File: src/rtl/sprite_row_fetch.sv
// sprite_row_fetch
// Per-line sprite front end. On every line_start_i it walks object RAM in
// ascending index order, selects the entries that intersect the requested
// line, fetches the matching 16-pixel row from the graphics ROM and pushes
// it to the sprite line buffer write port.
//
// Ports
//   clk_i, reset_i         clock, synchronous active-high reset
//   line_start_i           one-cycle pulse, begin scan for next_line_i
//   next_line_i[8:0]       line being prepared (sampled on line_start_i)
//   obj_addr_o/obj_data_i  object RAM read port, data valid one cycle later
//   rom_req_o/rom_addr_o   ROM request, held with a stable address until ack
//   rom_ack_i/rom_data_i   one-cycle acknowledge with the 64-bit row
//   lb_*_o                 line buffer write port, lb_we_o a one-cycle strobe
//   lb_idle_i              line buffer can accept a new row
//   busy_o                 scan in progress
//   overflow_o             previous scan was cut short by a new line_start_i
module sprite_row_fetch #(
    parameter int NUM_SPRITES = 128,
    parameter int OBJ_AW      = 7
) (
    input  logic              clk_i,
    input  logic              reset_i,
    input  logic              line_start_i,
    input  logic [8:0]        next_line_i,
    output logic [OBJ_AW-1:0] obj_addr_o,
    input  logic [63:0]       obj_data_i,
    output logic              rom_req_o,
    output logic [19:0]       rom_addr_o,
    input  logic              rom_ack_i,
    input  logic [63:0]       rom_data_i,
    output logic [63:0]       lb_bitplanes_o,
    output logic              lb_flip_o,
    output logic [3:0]        lb_color_o,
    output logic [9:0]        lb_pos_o,
    output logic              lb_we_o,
    input  logic              lb_idle_i,
    output logic              busy_o,
    output logic              overflow_o
);

    typedef enum logic [2:0] {
        S_IDLE     = 3'd0,
        S_READ     = 3'd1,
        S_OBJ_WAIT = 3'd2,
        S_CHECK    = 3'd3,
        S_ROM      = 3'd4,
        S_LB_WAIT  = 3'd5,
        S_NEXT     = 3'd6
    } state_e;

    localparam logic [OBJ_AW-1:0] LAST_IDX = OBJ_AW'(NUM_SPRITES - 1);
    localparam logic [OBJ_AW-1:0] IDX_ONE  = OBJ_AW'(1);
    localparam logic [OBJ_AW-1:0] IDX_ZERO = {OBJ_AW{1'b0}};

    state_e            state_q, state_d;
    logic [8:0]        line_q, line_d;
    logic [OBJ_AW-1:0] idx_q, idx_d;
    logic [OBJ_AW-1:0] obj_addr_q, obj_addr_d;
    logic [42:0]       obj_q, obj_d;
    logic              rom_req_q, rom_req_d;
    logic [19:0]       rom_addr_q, rom_addr_d;
    logic [63:0]       data_q, data_d;
    logic [63:0]       lb_bitplanes_q, lb_bitplanes_d;
    logic              lb_flip_q, lb_flip_d;
    logic [3:0]        lb_color_q, lb_color_d;
    logic [9:0]        lb_pos_q, lb_pos_d;
    logic              lb_we_q, lb_we_d;
    logic              busy_q, busy_d;
    logic              overflow_q, overflow_d;

    logic [8:0]  row_s;
    logic [7:0]  height_s;
    logic        hit_s;
    logic [7:0]  flip_row_s;
    logic [6:0]  r_s;
    logic [15:0] tile_s;
    logic        abort_s;
    logic        unused_s;

    assign abort_s  = line_start_i && (state_q != S_IDLE);
    assign unused_s = ^{obj_data_i[63:43], flip_row_s[7]};

    // Row selection for the latched object entry: 9-bit wrapped row,
    // height 16<<h, optional vertical flip, and ROM tile/row address.
    always_comb begin
        row_s      = line_q - obj_q[8:0];
        height_s   = 8'd16 << obj_q[10:9];
        hit_s      = (row_s < {1'b0, height_s});
        flip_row_s = height_s - 8'd1 - {1'b0, row_s[6:0]};
        if (obj_q[42]) begin
            r_s = flip_row_s[6:0];
        end else begin
            r_s = row_s[6:0];
        end
        tile_s = obj_q[36:21] + {13'd0, r_s[6:4]};
    end

    // Next-state and next-output logic for the scan FSM.
    always_comb begin
        state_d        = state_q;
        line_d         = line_q;
        idx_d          = idx_q;
        obj_addr_d     = obj_addr_q;
        obj_d          = obj_q;
        rom_req_d      = rom_req_q;
        rom_addr_d     = rom_addr_q;
        data_d         = data_q;
        lb_bitplanes_d = lb_bitplanes_q;
        lb_flip_d      = lb_flip_q;
        lb_color_d     = lb_color_q;
        lb_pos_d       = lb_pos_q;
        lb_we_d        = 1'b0;
        overflow_d     = overflow_q;
        if (abort_s) begin
            // A new line arrives mid-scan: drop any pending ROM request
            // (a later ack finds us outside S_ROM and is ignored) and restart.
            state_d    = S_READ;
            line_d     = next_line_i;
            idx_d      = IDX_ZERO;
            obj_addr_d = IDX_ZERO;
            rom_req_d  = 1'b0;
            overflow_d = 1'b1;
        end else begin
            case (state_q)
                S_IDLE: begin
                    if (line_start_i) begin
                        state_d    = S_READ;
                        line_d     = next_line_i;
                        idx_d      = IDX_ZERO;
                        obj_addr_d = IDX_ZERO;
                        overflow_d = 1'b0;
                    end else begin
                        state_d = S_IDLE;
                    end
                end
                S_READ: begin
                    state_d = S_OBJ_WAIT;
                end
                S_OBJ_WAIT: begin
                    obj_d   = obj_data_i[42:0];
                    state_d = S_CHECK;
                end
                S_CHECK: begin
                    if (hit_s) begin
                        rom_req_d  = 1'b1;
                        rom_addr_d = {tile_s, r_s[3:0]};
                        state_d    = S_ROM;
                    end else begin
                        state_d = S_NEXT;
                    end
                end
                S_ROM: begin
                    if (rom_ack_i) begin
                        rom_req_d = 1'b0;
                        // Write straight through when the buffer is already idle.
                        if (lb_idle_i) begin
                            lb_we_d        = 1'b1;
                            lb_bitplanes_d = rom_data_i;
                            lb_flip_d      = obj_q[41];
                            lb_color_d     = obj_q[40:37];
                            lb_pos_d       = obj_q[20:11];
                            state_d        = S_NEXT;
                        end else begin
                            data_d  = rom_data_i;
                            state_d = S_LB_WAIT;
                        end
                    end else begin
                        state_d = S_ROM;
                    end
                end
                S_LB_WAIT: begin
                    if (lb_idle_i) begin
                        lb_we_d        = 1'b1;
                        lb_bitplanes_d = data_q;
                        lb_flip_d      = obj_q[41];
                        lb_color_d     = obj_q[40:37];
                        lb_pos_d       = obj_q[20:11];
                        state_d        = S_NEXT;
                    end else begin
                        state_d = S_LB_WAIT;
                    end
                end
                S_NEXT: begin
                    if (idx_q == LAST_IDX) begin
                        state_d = S_IDLE;
                    end else begin
                        idx_d      = idx_q + IDX_ONE;
                        obj_addr_d = idx_q + IDX_ONE;
                        state_d    = S_READ;
                    end
                end
                default: begin
                    state_d = S_IDLE;
                end
            endcase
        end
        busy_d = (state_d != S_IDLE);
    end

    // State and output registers with synchronous reset.
    always_ff @(posedge clk_i) begin
        if (reset_i) begin
            state_q        <= S_IDLE;
            line_q         <= 9'd0;
            idx_q          <= IDX_ZERO;
            obj_addr_q     <= IDX_ZERO;
            obj_q          <= 43'd0;
            rom_req_q      <= 1'b0;
            rom_addr_q     <= 20'd0;
            data_q         <= 64'd0;
            lb_bitplanes_q <= 64'd0;
            lb_flip_q      <= 1'b0;
            lb_color_q     <= 4'd0;
            lb_pos_q       <= 10'd0;
            lb_we_q        <= 1'b0;
            busy_q         <= 1'b0;
            overflow_q     <= 1'b0;
        end else begin
            state_q        <= state_d;
            line_q         <= line_d;
            idx_q          <= idx_d;
            obj_addr_q     <= obj_addr_d;
            obj_q          <= obj_d;
            rom_req_q      <= rom_req_d;
            rom_addr_q     <= rom_addr_d;
            data_q         <= data_d;
            lb_bitplanes_q <= lb_bitplanes_d;
            lb_flip_q      <= lb_flip_d;
            lb_color_q     <= lb_color_d;
            lb_pos_q       <= lb_pos_d;
            lb_we_q        <= lb_we_d;
            busy_q         <= busy_d;
            overflow_q     <= overflow_d;
        end
    end

    assign obj_addr_o     = obj_addr_q;
    assign rom_req_o      = rom_req_q;
    assign rom_addr_o     = rom_addr_q;
    assign lb_bitplanes_o = lb_bitplanes_q;
    assign lb_flip_o      = lb_flip_q;
    assign lb_color_o     = lb_color_q;
    assign lb_pos_o       = lb_pos_q;
    assign lb_we_o        = lb_we_q;
    assign busy_o         = busy_q;
    assign overflow_o     = overflow_q;

endmodule
File: config.mk
export PLATFORM = sky130hd
export DESIGN_NAME = sprite_row_fetch
export DESIGN_NICKNAME = d
export VERILOG_FILES = /design/src/rtl/sprite_row_fetch.sv
export SDC_FILE = /design/constraint.sdc
export NUM_CORES = 1
export LEC_CHECK = 0
export BUFFER_PORTS_ARGS = -buffer_cell sky130_fd_sc_hd__buf_2
export CORE_MARGIN = 1
export CORE_UTILIZATION = 30
export CTS_CLUSTER_DIAMETER = 120
export CTS_CLUSTER_SIZE = 8
export DETAILED_ROUTE_END_ITERATION = 16
export GPL_ROUTABILITY_DRIVEN = 0
export MAX_ROUTING_LAYER = met4
export PLACE_DENSITY_LB_ADDON = 0.2
export SLEW_MARGIN = 20
export SYNTH_ARGS = -nofsm -noshare
export SYNTH_HDL_FRONTEND = slang
export SYNTH_SLANG_ARGS = --single-unit
File: constraint.sdc
create_clock -name clk_i -period 4.5 [get_ports clk_i]
set_clock_uncertainty 0.15 [all_clocks]
set_input_delay 0.45 -clock clk_i [delete_from_list [all_inputs] [get_ports clk_i]]
set_output_delay 0.45 -clock clk_i [all_outputs]
set_load 0.02 [all_outputs]
======== Word-level counts from Yosys, hierarchy flattened ========
Cells that the tools add are included.
operators by class
  add/sub/neg operators ................... 5
  magnitude comparators ................... 1
  equal/unequal tests ..................... 13
  shift-type cells ........................ 1
  mux-type cells .......................... 36
  bitwise gates (word level) .............. 2
  reduce and logical (&&, ||, !) cells .... 18
operators with widths
  cell                                                                   number
  64-bit two-way mux                                                     3
  64-bit case mux with 2 select lines                                    1
  9-bit two-way mux                                                      3
  7-bit two-way mux                                                      3
  3-bit case mux with 7 select lines                                     1
  10-bit two-way mux                                                     2
  10-bit case mux with 2 select lines                                    1
  16-bit by 3-bit adder with 16-bit output                               1
  7-bit case mux with 2 select lines                                     1
  2-bit != test, second input constant                                   6
  3-bit AND reduction                                                    4
  1-bit two-way mux                                                      11
  2-bit nonzero test                                                     5
  3-bit equality test, second input constant                             3
  9-bit by 8-bit < comparator with 1-bit output                          1
  9-bit subtractor                                                       1
  4-bit two-way mux                                                      2
  4-bit case mux with 2 select lines                                     1
  5-bit by 2-bit << shifter with 8-bit output, first input constant      1
  7-bit by 1-bit adder with 7-bit output, second input constant          1
  7-bit equality test, second input constant                             1
  7-bit by 1-bit subtractor with 7-bit output, second input constant     1
  7-bit subtractor                                                       1
  3-bit by 2-bit equality test with 1-bit output, second input constant  2
  12 further kinds                                                       19
storage, ports and cells
  register bits after elaboration ......... 229
  word-level logic and storage cells ...... 90

======== Longest topological paths before layout ========
  depth after elaboration ................. 6
  gate-level depth with buffers ........... 18

======== Worst setup path before layout ========
OpenSTA, ideal clock, no wires.
  kind .................................... register -> register
  start ................................... register line_q[0]
  end ..................................... register rom_addr_q[15], in the netlist rom_addr_o[15]
  setup time .............................. 0.137 ns
  arrival time ............................ 3.727 ns
  required time ........................... 4.213 ns
  path slack .............................. 0.486 ns
  cell stages (with the launch flop) ...... 19
  period minus slack after synthesis ...... 4.014 ns
  path through ............................ dfxtp_1 > inv_1 > ha_1 > inv_1 > fa_1 > a211oi_2 > nor2_1 > xnor2_1 > ha_1 > inv_1 > fa_1 > xnor2_1 > mux2_2 > ha_1 > o211ai_1 > or2_1 > o31a_1 > a2111oi_2 > a211oi_2
on the way
  cells in the longest elaborated chain, start to end .. 4
  elaborated cells between the ends (all ways) .. 6
  those cells by class .................... add/sub: 3; order compare: 1; mux: 1; reduce/logical: 1
ends and longest elaborated chain
  element                                   RTL line  source
  start, declared                           57        logic [8:0] line_q, line_d;
  start signal, assigned                    221       line_q <= line_d;
  9-bit subtractor (*)                      87        row_s = line_q - obj_q[8:0];
  7-bit subtractor                          90        flip_row_s = height_s - 8'd1 - {1'b0, row_s[6:0]};
  7-bit two-way mux                         91        if (obj_q[42]) begin
  16-bit by 3-bit adder with 16-bit output  96        tile_s = obj_q[36:21] + {13'd0, r_s[6:4]};
  end signal, assigned                      226       rom_addr_q <= rom_addr_d;
  end, declared                             62        logic [19:0] rom_addr_q, rom_addr_d;
Every way passes the cells marked *; elsewhere a longest branch is shown, timed or not.
A chain may end at the register's enable or synchronous reset.

======== Worst setup path in the final report ========
Same ends and word-level chain as after synthesis.

==> flow_metrics.env <==
export IMPL_grt_max_degree=144
export IMPL_hold_path_class="in -> reg"
export IMPL_area_delta_synth_final_pct=23.5
export IMPL_synth_top_area_cell="dfxtp_1"
export IMPL_grt_pass1_wl_um=45700
export IMPL_synthesis_nets=1388
export IMPL_final_cell_count_no_fill=1854
export IMPL_max_slew_margin=0.335
export IMPL_antenna_found_initial=4
export IMPL_final_hold_viol_count=0
export IMPL_critical_path_max_stage_delay_ns=0.42
export IMPL_synth_edf_count=0
export IMPL_rsz0062_at_grt="yes"
export IMPL_rrSetupSlack_ns=0.20
export IMPL_synth_commonest_cells="328 x nand2_1, 229 x dfxtp_1, 140 x a21oi_1, 96 x nor2_1, 72 x nand3_1"
export IMPL_grt_pass1_vias=8339
export IMPL_synth_main_ff_cell="dfxtp_1"
export IMPL_yosysWarnings=0
export IMPL_final_layout_size_suffix_gt1_frac=0.219
export IMPL_remaining_drc_errors=0
export IMPL_cts_setup_buffers=0
export IMPL_cts_sinks=229
export IMPL_synth_seq_cells=229
export IMPL_cts_buffers=34
export IMPL_syn_area_mm2=0.00988
export IMPL_ant_nets=0
export IMPL_ctsHoldBuffers=0
export IMPL_critPathSlowestCell="fa_1"
export IMPL_die_area_mm2=0.0337
export IMPL_period_needed_ns=4.30
export IMPL_die_w_um=184
export IMPL_timing_fmax_mhz=233
export IMPL_start_util=0.305
export IMPL_ff2ff_path_depth=18
export IMPL_dp_cells=1812
export IMPL_powerDensity_mw_per_mm2=392
export IMPL_numPortBuffers=230
export IMPL_hold_path_depth=3
export IMPL_rr_endpoint="rom_addr_o[15]$_SDFFE_PP0P_"
export IMPL_cp_required_ns=4.69
export IMPL_period_share=0.955
export IMPL_finalWirelength_um=28800
export IMPL_netlist_instances=1226
export IMPL_cts_root_buffer="clkbuf_16"
export IMPL_io_pins=252
export IMPL_tns_ns=0
export IMPL_status="completed"
export IMPL_slew_violations=0
export IMPL_fp_coreArea_mm2=0.0325
export IMPL_insertion_delay_ns=0.49
export IMPL_synthArstFlopShare=0
export IMPL_path_cells="inv_1 > ha_1 > inv_1 > fa_1 > a211oi_2 > nor2_1 > xnor2_2 > ha_1 > inv_1 > fa_1 > xnor2_1 > mux2_2 > ha_1 > o211ai_1 > or2_1 > o31a_1 > a2111oi_4 > a211oi_2"
export IMPL_chipHeight_um=184
export IMPL_drt_pass1_iter_count=4
export IMPL_cts_tree="yes"
export IMPL_yosys_cell_types_count=58
export IMPL_htreeDepth=2
export IMPL_finalSetupViolations=0
export IMPL_cts_clk_slew_worst_paths_ns=0.05
export IMPL_avgSynthCellArea_um2=8.06
export IMPL_min_from="obj_data_i[8]"
export IMPL_ys_seq_area_frac=0.464
export IMPL_timing_rr_start="line_q[0]$_SDFFE_PP0P_"
export IMPL_cp_start_kind="flip-flop"
export IMPL_viasPerCell=4.78
export IMPL_final_net_count=1568
export IMPL_path_max_fanout=4
export IMPL_grt_usage=0.175
export IMPL_rows=66
export IMPL_endpoint_kind="flip-flop"
export IMPL_grt_overflow=0
export IMPL_yosysMostFrequentCell="nand2_1"
export IMPL_vias=8865
export IMPL_hold_end="obj_q[8]$_SDFFE_PP0P_"
export IMPL_wl_per_cell_um=15.5
export IMPL_ir_drop_uv=197
export IMPL_cts_buffer_depth=3
export IMPL_critPathArrivalTime_ns=4.49
export IMPL_power_leakage_uw=0.00473
export IMPL_drt_initial_drc_count=526
export IMPL_netlist_top_cells_area="dfxtp_1 46%, nand2_1 12%, a21oi_1 7.1%"
export IMPL_path_class="reg -> reg"
export IMPL_cap_violations=0
export IMPL_fin_util=0.376
export IMPL_dpl_hpwl_um=17700
export IMPL_yosysTopAreaCellShare=0.464
export IMPL_worstMarginPinSlew_ns=0.995
worst max-delay path, delay by kind of cell (launching register included):
| family | cells | cell delay, ns |
|---|---|---|
| flip-flops | 1 | 0.31 |
| adder cells (fa/ha/maj) | 5 | 1.47 |
| AO/OA/AOI/OAI | 5 | 1.09 |
| AND/OR/NAND/NOR | 2 | 0.38 |
| XOR/XNOR | 2 | 0.32 |
| multiplexers | 1 | 0.28 |
| buffers and inverters | 3 | 0.15 |
placed cells by master (no fill, tap or decap), types with 3 or more instances in the layout:
master and count:
ha_1 17, xor2_1 7, diode_2 4, a21oi_1 140
nand3_1 72, nor3_1 13, o21ai_0 7, nand2_1 327
dfxtp_1 228, a311oi_1 64, o21a_1 3, mux2_1 8
a2111oi_2 3, fa_1 3, mux2i_1 13, nor2b_1 11
a211oi_1 5, inv_1 25, nor4_1 4, a21o_1 3
xnor2_1 17, a211oi_2 9, nor2_1 95, buf_4 9
nand2b_1 7, clkbuf_16 34, buf_2 229
sequential cells by signal, indices dropped and copies added, names as in the netlist, 4 cells and up:
name and cells:
data_q 64, lb_bitplanes_o 64, obj_q 43, rom_addr_o 20, lb_pos_o 10, line_q 9, obj_addr_o 7, lb_color_o 4
cell type report:
cell class / instances / area, um^2
repair buffers: 240 / 1240
diodes: 4 / 10.0
well taps: 442 / 553
clock inverters: 4 / 38.8
multi-input cells: 875 / 4830
clock buffers: 34 / 851
inverters: 26 / 97.6
flip-flops and latches: 229 / 4590
fillers: 3428 / 20200
where the power goes:
group          switching, uW  total (uW)  internal [uW]  leakage, uW
combinational            283         448            165      0.00244
sequential              31.5        2100           2060      0.00185
clock                    898        2240           1340     0.000439
worst max-delay path by stage:
stage                     slack [ns]                          end                    from  cells past startpoint
after global placement          0.22  rom_addr_o[15]$_SDFFE_PP0P_  line_q[0]$_SDFFE_PP0P_                     18
after detailed placement        0.16  rom_addr_o[15]$_SDFFE_PP0P_  line_q[0]$_SDFFE_PP0P_                     18
after floorplan                 0.49  rom_addr_o[15]$_SDFFE_PP0P_  line_q[0]$_SDFFE_PP0P_                     18
final                           0.20  rom_addr_o[15]$_SDFFE_PP0P_  line_q[0]$_SDFFE_PP0P_                     18
after global routing           -0.07  rom_addr_o[15]$_SDFFE_PP0P_  line_q[0]$_SDFFE_PP0P_                     18
after CTS                       0.13  rom_addr_o[15]$_SDFFE_PP0P_  line_q[0]$_SDFFE_PP0P_                     18
timing repair:
action,CTS,global route
endpoints found under the hold margin,0,0
setup endpoints to repair,0,10
resized for setup,0,3
per-layer routing:
| layer | part of all wire | vias up | track usage |
|---|---|---|---|
| met4 | 0.017 | 0 | 0.0457 |
| met3 | 0.062 | 39 | 0.0355 |
| met5 | 0 | - | - |
| met2 | 0.45 | 249 | 0.264 |
| met1 | 0.48 | 4048 | 0.236 |
| li1 | - | 4529 | - |
stage by stage:
stage	worst slack (ns)	instance area [um^2]	power [uW]	hold WS, ns
global placement	0.222	11300	2580	0.290
finish	0.201	12200	4780	0.0453
global route	-0.0740	12200	5000	0.0301
floorplan	0.486	9880	2420	0.282
CTS	0.133	12200	4870	0.0158
detailed placement	0.164	11300	2580	0.293
logic make-up after synthesis:
logic type | after synthesis | synth area share
xor gates and xnor gates | 25 | 0.0222
AOI/OAI and AO/OA | 252 | 0.171
DFF | 229 | 0.464
adders and majority gates | 20 | 0.0276
and+or+nand+nor | 555 | 0.237
muxes | 23 | 0.0246
buffers and inverters | 122 | 0.0537
Power figures use the tool's default switching activity.
